`src/rtl/branch_redirect_if.sv`:
```
// Shared types and the bundled pipeline/frontend/predictor signal set for
// branch_redirect. The package travels with the interface so both sides agree
// on the resolved-branch record layout.

package branch_redirect_pkg;

    typedef struct packed {
        logic        valid;
        logic        mispredict;
        logic        taken;
        logic [31:0] pc;
        logic [31:0] target;
    } branch_resolved_t;

    typedef struct packed {
        logic [31:0] pc;
        logic [31:0] target;
        logic        taken;
    } upd_entry_t;

endpackage

interface branch_redirect_if #(
    parameter int CNT_W = 16
);
    import branch_redirect_pkg::*;

    logic             stall;
    branch_resolved_t resolved_branch_0;
    branch_resolved_t resolved_branch_1;
    logic             flush;
    logic             redirect_valid;
    logic [31:0]      redirect_pc;
    logic             redirect_ack;
    logic             upd_valid;
    logic [31:0]      upd_pc;
    logic [31:0]      upd_target;
    logic             upd_taken;
    logic             upd_ready;
    logic [CNT_W-1:0] drop_cnt;

    // Pipeline / frontend / predictor side.
    modport master (
        output stall, resolved_branch_0, resolved_branch_1, redirect_ack, upd_ready,
        input  flush, redirect_valid, redirect_pc, upd_valid, upd_pc, upd_target,
               upd_taken, drop_cnt
    );

    // branch_redirect side.
    modport slave (
        input  stall, resolved_branch_0, resolved_branch_1, redirect_ack, upd_ready,
        output flush, redirect_valid, redirect_pc, upd_valid, upd_pc, upd_target,
               upd_taken, drop_cnt
    );

endinterface

```
`src/rtl/branch_redirect.sv`:
```
// Branch resolution back end: turns the oldest mispredicting resolved branch
// into a one-shot flush plus a held frontend redirect, and queues every
// right-path resolved branch into a small predictor-update FIFO. The FIFO
// never back-pressures the pipeline; updates that do not fit are counted.
// The interface CNT_W must match this module's CNT_W.

module branch_redirect
    import branch_redirect_pkg::*;
#(
    parameter int UPD_DEPTH = 4,
    parameter int CNT_W     = 16
) (
    input  logic            clk,
    input  logic            rst_n,
    branch_redirect_if.slave bus
);

    localparam int AW = $clog2(UPD_DEPTH);
    localparam int OW = AW + 1;
    localparam logic [OW-1:0] DEPTH_C = OW'(UPD_DEPTH);

    typedef enum logic [0:0] {
        IDLE     = 1'b0,
        REDIRECT = 1'b1
    } state_t;

    state_t           state_q;
    logic             flush_q;
    logic             redirect_valid_q;
    logic [31:0]      redirect_pc_q;
    logic [CNT_W-1:0] drop_cnt_q;

    upd_entry_t       mem_q [UPD_DEPTH];
    logic [AW-1:0]    rd_ptr_q;
    logic [AW-1:0]    wr_ptr_q;
    logic [OW-1:0]    occ_q;

    logic             samp0_s;
    logic             samp1_s;
    logic             mis_s;
    logic [31:0]      new_pc_s;
    logic             pop_s;
    logic [OW-1:0]    free_s;
    logic [1:0]       n_req_s;
    logic [1:0]       n_acc_s;
    logic [1:0]       n_drop_s;
    upd_entry_t       e0_s;
    upd_entry_t       e1_s;
    logic [CNT_W:0]   drop_sum_s;
    upd_entry_t       head_s;

    // Architecturally correct fetch address after a resolved branch; pc+8 skips the delay slot.
    function automatic logic [31:0] correct_pc(input branch_resolved_t b);
        return b.taken ? b.target : (b.pc + 32'd8);
    endfunction

    // Decide which slots are sampled this cycle and where a mispredict redirects to.
    always_comb begin
        samp0_s = (state_q == IDLE) && !bus.stall && bus.resolved_branch_0.valid;
        // A mispredicting slot 0 makes the younger slot wrong-path.
        samp1_s = (state_q == IDLE) && !bus.stall && bus.resolved_branch_1.valid &&
                  !(samp0_s && bus.resolved_branch_0.mispredict);
        mis_s   = (samp0_s && bus.resolved_branch_0.mispredict) ||
                  (samp1_s && bus.resolved_branch_1.mispredict);
        if (samp0_s && bus.resolved_branch_0.mispredict) begin
            new_pc_s = correct_pc(bus.resolved_branch_0);
        end else begin
            new_pc_s = correct_pc(bus.resolved_branch_1);
        end
    end

    // FIFO accounting: how many of this cycle's pushes fit and how many are lost.
    always_comb begin
        pop_s   = (occ_q != {OW{1'b0}}) && bus.upd_ready;
        free_s  = DEPTH_C - occ_q + {{AW{1'b0}}, pop_s};
        n_req_s = {1'b0, samp0_s} + {1'b0, samp1_s};
        if (free_s >= OW'(n_req_s)) begin
            n_acc_s = n_req_s;
        end else begin
            n_acc_s = free_s[1:0];
        end
        n_drop_s = n_req_s - n_acc_s;
        // The first push is whichever sampled slot is oldest.
        if (samp0_s) begin
            e0_s = '{pc: bus.resolved_branch_0.pc, target: bus.resolved_branch_0.target,
                     taken: bus.resolved_branch_0.taken};
        end else begin
            e0_s = '{pc: bus.resolved_branch_1.pc, target: bus.resolved_branch_1.target,
                     taken: bus.resolved_branch_1.taken};
        end
        e1_s = '{pc: bus.resolved_branch_1.pc, target: bus.resolved_branch_1.target,
                 taken: bus.resolved_branch_1.taken};
        drop_sum_s = {1'b0, drop_cnt_q} + (CNT_W+1)'(n_drop_s);
    end

    // Redirect FSM with registered flush/redirect outputs; inputs are wrong-path while in REDIRECT.
    always_ff @(posedge clk or negedge rst_n) begin
        if (!rst_n) begin
            state_q          <= IDLE;
            flush_q          <= 1'b0;
            redirect_valid_q <= 1'b0;
            redirect_pc_q    <= 32'd0;
        end else begin
            case (state_q)
                IDLE: begin
                    if (mis_s) begin
                        flush_q          <= 1'b1;
                        redirect_valid_q <= 1'b1;
                        redirect_pc_q    <= new_pc_s;
                        state_q          <= REDIRECT;
                    end else begin
                        flush_q <= 1'b0;
                    end
                end
                REDIRECT: begin
                    flush_q <= 1'b0;
                    if (bus.redirect_ack) begin
                        redirect_valid_q <= 1'b0;
                        state_q          <= IDLE;
                    end else begin
                        redirect_valid_q <= 1'b1;
                    end
                end
                default: begin
                    flush_q          <= 1'b0;
                    redirect_valid_q <= 1'b0;
                    state_q          <= IDLE;
                end
            endcase
        end
    end

    // Update FIFO storage, pointers, occupancy and the saturating drop counter.
    always_ff @(posedge clk or negedge rst_n) begin
        if (!rst_n) begin
            for (int i = 0; i < UPD_DEPTH; i++) begin
                mem_q[i] <= '0;
            end
            rd_ptr_q   <= {AW{1'b0}};
            wr_ptr_q   <= {AW{1'b0}};
            occ_q      <= {OW{1'b0}};
            drop_cnt_q <= {CNT_W{1'b0}};
        end else begin
            if (n_acc_s != 2'd0) begin
                mem_q[wr_ptr_q] <= e0_s;
            end
            if (n_acc_s == 2'd2) begin
                mem_q[wr_ptr_q + AW'(1)] <= e1_s;
            end
            wr_ptr_q <= wr_ptr_q + AW'(n_acc_s);
            rd_ptr_q <= rd_ptr_q + AW'(pop_s);
            occ_q    <= occ_q + OW'(n_acc_s) - OW'(pop_s);
            if (drop_sum_s[CNT_W]) begin
                drop_cnt_q <= {CNT_W{1'b1}};
            end else begin
                drop_cnt_q <= drop_sum_s[CNT_W-1:0];
            end
        end
    end

    // Head entry is presented combinationally; zeros whenever the FIFO is empty.
    always_comb begin
        head_s = mem_q[rd_ptr_q];
        if (occ_q != {OW{1'b0}}) begin
            bus.upd_valid  = 1'b1;
            bus.upd_pc     = head_s.pc;
            bus.upd_target = head_s.target;
            bus.upd_taken  = head_s.taken;
        end else begin
            bus.upd_valid  = 1'b0;
            bus.upd_pc     = 32'd0;
            bus.upd_target = 32'd0;
            bus.upd_taken  = 1'b0;
        end
    end

    assign bus.flush          = flush_q;
    assign bus.redirect_valid = redirect_valid_q;
    assign bus.redirect_pc    = redirect_pc_q;
    assign bus.drop_cnt       = drop_cnt_q;

endmodule
```
`src/flat_wrapper.sv`:
```
// flat-port wrapper written by rule: the top's interface ports become plain ports
module branch_redirect_flat import branch_redirect_pkg::*;
#(
    parameter int UPD_DEPTH = 4,
    parameter int CNT_W     = 16
)
  (clk, rst_n, bus_stall, bus_resolved_branch_0, bus_resolved_branch_1, bus_redirect_ack, bus_upd_ready, bus_flush, bus_redirect_valid, bus_redirect_pc, bus_upd_valid, bus_upd_pc, bus_upd_target, bus_upd_taken, bus_drop_cnt);
  branch_redirect_if #(.CNT_W(CNT_W)) bus_i ();
  input  logic clk;
  input  logic rst_n;
  input wire logic [$bits(bus_i.stall)-1:0] bus_stall;
  input wire logic [$bits(bus_i.resolved_branch_0)-1:0] bus_resolved_branch_0;
  input wire logic [$bits(bus_i.resolved_branch_1)-1:0] bus_resolved_branch_1;
  input wire logic [$bits(bus_i.redirect_ack)-1:0] bus_redirect_ack;
  input wire logic [$bits(bus_i.upd_ready)-1:0] bus_upd_ready;
  output wire logic [$bits(bus_i.flush)-1:0] bus_flush;
  output wire logic [$bits(bus_i.redirect_valid)-1:0] bus_redirect_valid;
  output wire logic [$bits(bus_i.redirect_pc)-1:0] bus_redirect_pc;
  output wire logic [$bits(bus_i.upd_valid)-1:0] bus_upd_valid;
  output wire logic [$bits(bus_i.upd_pc)-1:0] bus_upd_pc;
  output wire logic [$bits(bus_i.upd_target)-1:0] bus_upd_target;
  output wire logic [$bits(bus_i.upd_taken)-1:0] bus_upd_taken;
  output wire logic [$bits(bus_i.drop_cnt)-1:0] bus_drop_cnt;
  assign bus_i.stall = bus_stall;
  assign bus_i.resolved_branch_0 = bus_resolved_branch_0;
  assign bus_i.resolved_branch_1 = bus_resolved_branch_1;
  assign bus_i.redirect_ack = bus_redirect_ack;
  assign bus_i.upd_ready = bus_upd_ready;
  assign bus_flush = bus_i.flush;
  assign bus_redirect_valid = bus_i.redirect_valid;
  assign bus_redirect_pc = bus_i.redirect_pc;
  assign bus_upd_valid = bus_i.upd_valid;
  assign bus_upd_pc = bus_i.upd_pc;
  assign bus_upd_target = bus_i.upd_target;
  assign bus_upd_taken = bus_i.upd_taken;
  assign bus_drop_cnt = bus_i.drop_cnt;
  branch_redirect #(.UPD_DEPTH(UPD_DEPTH), .CNT_W(CNT_W)) u_core (.clk(clk), .rst_n(rst_n), .bus(bus_i));
endmodule
```
`config.mk`:
```
export PLATFORM = sky130hd
export DESIGN_NAME = branch_redirect_flat
export DESIGN_NICKNAME = d
export VERILOG_FILES = /design/src/rtl/branch_redirect_if.sv /design/src/rtl/branch_redirect.sv /design/src/flat_wrapper.sv
export SDC_FILE = /design/constraint.sdc
export NUM_CORES = 1
export LEC_CHECK = 0
export ABC_AREA = 1
export BUFFER_PORTS_ARGS = -buffer_cell sky130_fd_sc_hd__buf_2
export CAP_MARGIN = 0
export CELL_PAD_IN_SITES_DETAIL_PLACEMENT = 0
export CELL_PAD_IN_SITES_GLOBAL_PLACEMENT = 2
export CORE_AREA = 2 2 210 315
export CTS_CLUSTER_DIAMETER = 150
export DETAILED_ROUTE_END_ITERATION = 10
export DIE_AREA = 0 0 212 317
export HOLD_SLACK_MARGIN = 0.08
export PLACE_DENSITY_LB_ADDON = 0.1
export SYNTH_ARGS = -nofsm -noshare
export SYNTH_HDL_FRONTEND = slang
export SYNTH_SLANG_ARGS = --single-unit
```
`constraint.sdc`:
```
create_clock -name clk -period 14.35 [get_ports clk]
set_input_delay 1.435 -clock clk [delete_from_list [all_inputs] [get_ports clk]]
set_output_delay 1.435 -clock clk [all_outputs]
set_load 0.03 [all_outputs]
```
==> impl_metrics.toml, run 1 <==
[synthesis]
syn_area_per_cell_um2 = 6.23
async_flop_share_pct = 100
synth.yosys.seq_area_share_pct = 35.6
synthCells = 3588
syn_nets = 3744
synth_edf_count = 0
ys_warn_count = 0
ys_ff_latch = 318
syn-cell-area_mm2 = 0.0224
ys_types = 33
synthFlopType = "dfrtp_1"

[cts]
cts_tree = "done"
cts_setup_buffers = 0
clock_sinks = 318
hold_buffers = 0
clock_latency_ns = 0.59
cts_made_buffers = 38
htree_levels = 2
clk_pin_slew_ns = 0.06
cts_resized = 0
root_buffer = "clkbuf_16"
cts_buffer_depth = 3

[timing]
final.period_utilization_pct = 53.0
setup_tns_ns = 0
rsz0062_at_grt = "false"
setup_slack_ns = 6.74
setup_viol = 0
period_needed_ns = 7.61
fmax_ghz = 0.131
hold_viol = 0
worst_pin_slew_ns = 1.21
finClkSkew_ns = 0.0174
relSlewSlack_pct = 19.2
slew_violations = 0

[cells_and_area]
fin_nets = 3816
post-route-cell-area_mm2 = 0.0252
final_common_cell = "nand2_1"
drive_gt1_share_pct = 10.5
num-fill-cells = 7063
syn_to_final_growth_pct = 12.8
layout_common_cells = "1230 x nand2_1, 613 x nand3_1, 394 x inv_1"

[placed_design]
hpwl_um = 70700
portBuffers = 254
gp_congestion = 0.947
dpl_cell_area_mm2 = 0.0239
pre_cts_slack_ns = 6.12

[floorplan]
die_x_um = 212
num_rows = 114
initial_core_util_pct = 34.8
ios = 255
die_area_mm2 = 0.0672
core_area_mm2 = 0.0643
die_height_um = 317

[global_route]
grt_max_degree = 157
track_usage_pct = 33.1
first_global_vias = 23852
grt_pass1_wl_um = 162000
antenna_found_initial = 2
gr-total-overflow = 0

[critical_path]
path_class = "input pin to flop"
required_ns = 14.84
critPathLaunchType = "input pin"
critPathMaxFanout = 60
cp.arrival_ns = 8.10
worstSetupEndpointType = "flop"

[flow_run]
cap_violations = 0

[drt]
first_pass_iters = 6
ant_nets = 0
avgViaCountPerCell = 5.49
num_vias = 25021
wl_per_cell_um = 24.6
drt_iter0_drc = 2388
drc = 0
routed_wl_um = 112000

[status]
status = "completed"

[min_path]
hp-class = "flop to flop"

[pwr]
cellLeakagePower_nw = 13.4
p_per_area_mw_per_mm2 = 264
ir_drop_uv = 267
==> final timing paths <==
check                      slack, ns  depth (start not counted)                        from                         end
min in group asynchronous       0.91                          1                       rst_n            u_core.mem_q[76]
setup / recovery                6.74                         20                   bus_stall            u_core.mem_q[58]
setup reg to reg                7.31                         19              u_core.state_q            u_core.mem_q[58]
max in group asynchronous      11.85                          2                       rst_n           u_core.mem_q[110]
hold reg to reg                 0.48                          2  u_core.bus.redirect_pc[30]  u_core.bus.redirect_pc[30]
hold / removal                  0.48                          2  u_core.bus.redirect_pc[30]  u_core.bus.redirect_pc[30]
==> power breakdown <==
part	total, mW	switching [mW]	internal, mW
clock	1.07	0.453	0.612
sequential	1.58	0.263	1.32
combinational	4.01	2.94	1.08
==> cell families (layout without fill, tap and decap cells) <==
family | Yosys count | after routing | synth area share [%]
muxes | 6 | 6 | 0.269
AOI/OAI and AO/OA | 513 | 513 | 11.7
buffers and inverters | 656 | 757 | 11.9
and+or+nand+nor | 2051 | 2051 | 38.4
other | 0 | 1 | 0
xor gates and xnor gates | 27 | 27 | 1.06
DFF | 318 | 318 | 35.6
adders and majority gates | 17 | 17 | 1.02
==> per-layer routing <==
metal	routed length (um)	track usage, %	vias up
li1	-	-	11532
met1	43800	40.8	11981
met2	53100	55.2	1228
met3	8250	4.47	280
met4	7120	19.5	0
met5	0	0	-
==> area by class of cell <==
class	count	area [um^2]	area share, %
clock buffer	54	1140	4.52
multi-input combinational	2614	11800	46.9
antenna	1	2.50	0.00992
inverter	406	1530	6.05
tap	870	1090	4.32
clock inverter	15	179	0.709
timing repair buffer	282	1500	5.96
sequential	318	7960	31.6
==> synth_stat cells, drive strengths merged (2+ instances only) <==
cell    number  area (um^2)
mux2i        6         60.1
or2          6         37.5
xnor2        9         78.8
o211ai      13         97.6
a21oi      193          966
nor3         2         10.0
nand3      617         3100
fa           2         40.0
o21ai      294         1470
dfrtp      318         7960
nor2       173          659
ha          15          188
nand3b       2         15.0
a31oi        6         37.5
xor2        18          158
inv        405         1520
buf        135          709
nand2     1241         4700
clkbuf     115          432
o21bai       7         52.6
nand4        9         56.3
==> stage by stage <==
stage | cells | power, mW | hold slack, ns | utilization [%]
finish | 4560 | 6.66 | 0.477 | 39.2
global placement | 4490 | 5.52 | 0.462 | 37.1
CTS | 4559 | 6.67 | 0.479 | 39.2
floorplan | 3588 | 4.31 | 0.477 | -
detailed placement | 4490 | 5.59 | 0.463 | 37.1
global route | 4559 | 7.16 | 0.501 | 39.2
==> flip-flops by register name, summed over array words and instances, names as in the netlist <==
| register | cells |
|---|---|
| u_core.rd_ptr_q | 2 |
| u_core.bus.drop_cnt | 16 |
| u_core.wr_ptr_q | 2 |
| u_core.state_q | 1 |
| u_core.occ_q | 3 |
| u_core.bus.redirect_pc | 32 |
| u_core.bus.flush | 1 |
| u_core.bus.redirect_valid | 1 |
| u_core.mem_q | 260 |
==> worst max-delay path: stages <==
cell and delay [ns]:
buf_2 0.10, nor2_2 0.21, nand2_4 0.24, inv_2 0.50
nand2_2 0.07, buf_4 0.32, nand3_1 0.33, inv_1 0.08
ha_1 0.32, ha_1 0.31, o21ai_1 0.29, nand3_1 0.14
nand2_2 0.53, buf_4 0.72, nand3_4 0.72, inv_2 0.72
buf_4 0.70, nand2_1 0.12, nand2_1 0.10, inv_1 0.04
No activity file was read; power rests on OpenSTA's default activity.
==> run 2: changes to the inputs <==
- CORE_AREA: 2 2 210 315 -> 2 2 219 329
- DIE_AREA: 0 0 212 317 -> 0 0 221 331
- clock period: 14.35 -> 7.3 ns (I/O delays scaled with it)
==> run 2 against run 1 <==
Sequential share of layout area decreased by 0.19 points. Global-route usage shrank 2.6 points. Combinational power rose by 97%. Die area rose by 8.8%. Core utilization shrank 3.0 points. Clock power up 97%. Routed wire length is 1.7% higher.
==> impl_metrics.toml, run 2 (same netlist as run 1, synthesis figures left out) <==
[floorplan]
num_rows = 119
ios = 255
die_x_um = 221
die_height_um = 331
initial_core_util_pct = 31.9
die_area_mm2 = 0.0732
core_area_mm2 = 0.0701

[critical_path]
crit_cells = 18
required_ns = 7.78
reg2reg_depth = 18
critPathMaxFanout = 216
crit_start = "u_core.state_q"
cp.arrival_ns = 5.84
path_class = "flop to flop"
max_stage_delay_ns = 0.69
crit_slowest_cell = "buf_12"
path_cells = "nor2_2, nand2_4, inv_2, nand2_2, nand3_1, inv_1, ha_1, ha_1, o21ai_1, nand2_1, nand2_1, nand2_2, buf_4, nand2_8, buf_12, nand3_1, nand3_1, nand2_1"
worstSetupEndpointType = "flop"
path_delay_family = "simple AND/OR/NAND/NOR gates"
r2r_start = "u_core.state_q"
critPathLaunchType = "flop"
cp_num_buf_inv = 4
worst-r2r-setup-slack_ns = 1.94
rr_endpoint = "u_core.mem_q[91]"

[drt]
drt_iter0_drc = 2520
first_pass_iters = 5
wl_per_cell_um = 24.8
routed_wl_um = 114000
drc = 0
ant_nets = 0
avgViaCountPerCell = 5.35
num_vias = 24623

[flow_run]
cap_violations = 0

[timing]
setup_tns_ns = 0
setup_viol = 0
period_needed_ns = 5.36
worst_pin_slew_ns = 1.27
rsz0062_at_grt = "false"
slew_violations = 0
final.period_utilization_pct = 73.4
hold_viol = 0
whs_ns = 0.128
finClkSkew_ns = 0.0332
relSlewSlack_pct = 15.6
fmax_ghz = 0.187

[cells_and_area]
num-fill-cells = 7741
regArea_mm2 = 0.00797
final_core_util_pct = 36.2
largest_reg_flops = 260
layout_common_cells = "1230 x nand2_1, 613 x nand3_1, 395 x inv_1"
largest-register = "u_core.mem_q"
syn_to_final_growth_pct = 13.5
fin_cells = 4605
multi_input_area_mm2 = 0.0118
drive_gt1_share_pct = 10.7
fin_nets = 3826
final_common_cell = "nand2_1"

[global_route]
antenna_found_initial = 8
grt_max_degree = 217
track_usage_pct = 30.4
first_global_vias = 23464
grt_pass1_wl_um = 165000
gr-total-overflow = 0

[cts]
cts_buffer_depth = 3
cts_resized = 0
clk_pin_slew_ns = 0.06
cts_tree = "done"
clock_latency_ns = 0.60
htree_levels = 2
cts_made_buffers = 40
root_buffer = "clkbuf_16"
cts_setup_buffers = 0
clock_sinks = 318
hold_buffers = 0

[min_path]
hp-class = "input pin to async pin"

[status]
status = "completed"

[placed_design]
hpwl_um = 73900
placed_cells = 4535
portBuffers = 254
gp_congestion = 0.980

[pwr]
ir_drop_uv = 822
cellLeakagePower_nw = 13.4
p_per_area_mw_per_mm2 = 517
## run 2: cell count changes in the layout (fill, tap and decap cells not counted), moves of 2 or more
cell / previous run / this run
clkbuf_8: 13 / 9
buf_4: 27 / 31
clkinvlp_4: 1 / 3
clkbuf_16: 38 / 40
buf_12: 1 / 5
## run 2: cell type report
cell class / count / share of cell area [%]
antenna: 1 / 0.00986
clock buffer: 53 / 4.49
sequential: 318 / 31.4
inverter: 406 / 6.01
timing repair buffer: 290 / 6.36
clock inverter: 16 / 0.715
multi-input combinational: 2614 / 46.6
tap: 907 / 4.47
## run 2: per-stage QoR
step | setup WS (ns) | cell area [um^2] | total power, mW
CTS | 2.02 | 25400 | 13.2
global route | 1.57 | 25400 | 14.1
global placement | 1.67 | 24100 | 10.9
finish | 1.94 | 25400 | 13.1
floorplan | 2.33 | 22400 | 8.48
detailed placement | 1.54 | 24100 | 11.0
## run 2: where the power goes
part           switching (mW)  total [mW]  internal [mW]
Sequential              0.495        3.09           2.60
Combinational            5.77        7.91           2.15
Clock                   0.906        2.11           1.20
## run 2: worst max path at each step
| stage | end | slack (ns) |
|---|---|---|
| after floorplan | u_core.bus.drop_cnt[12] | 2.33 |
| final | u_core.mem_q[91] | 1.94 |
| after detailed placement | u_core.bus.drop_cnt[12] | 1.54 |
| after global routing | u_core.bus.drop_cnt[15] | 1.57 |
| after CTS | u_core.bus.drop_cnt[15] | 2.02 |
| after global placement | u_core.bus.drop_cnt[12] | 1.67 |
## run 2: per-layer routing
metal	GRT usage, %	up-vias	part of all wire (%)
met2	53.3	1018	49
met1	37.6	11813	41
li1	-	11560	-
met5	0	-	0.060
met3	3.82	220	5.7
met4	13.3	12	4.7
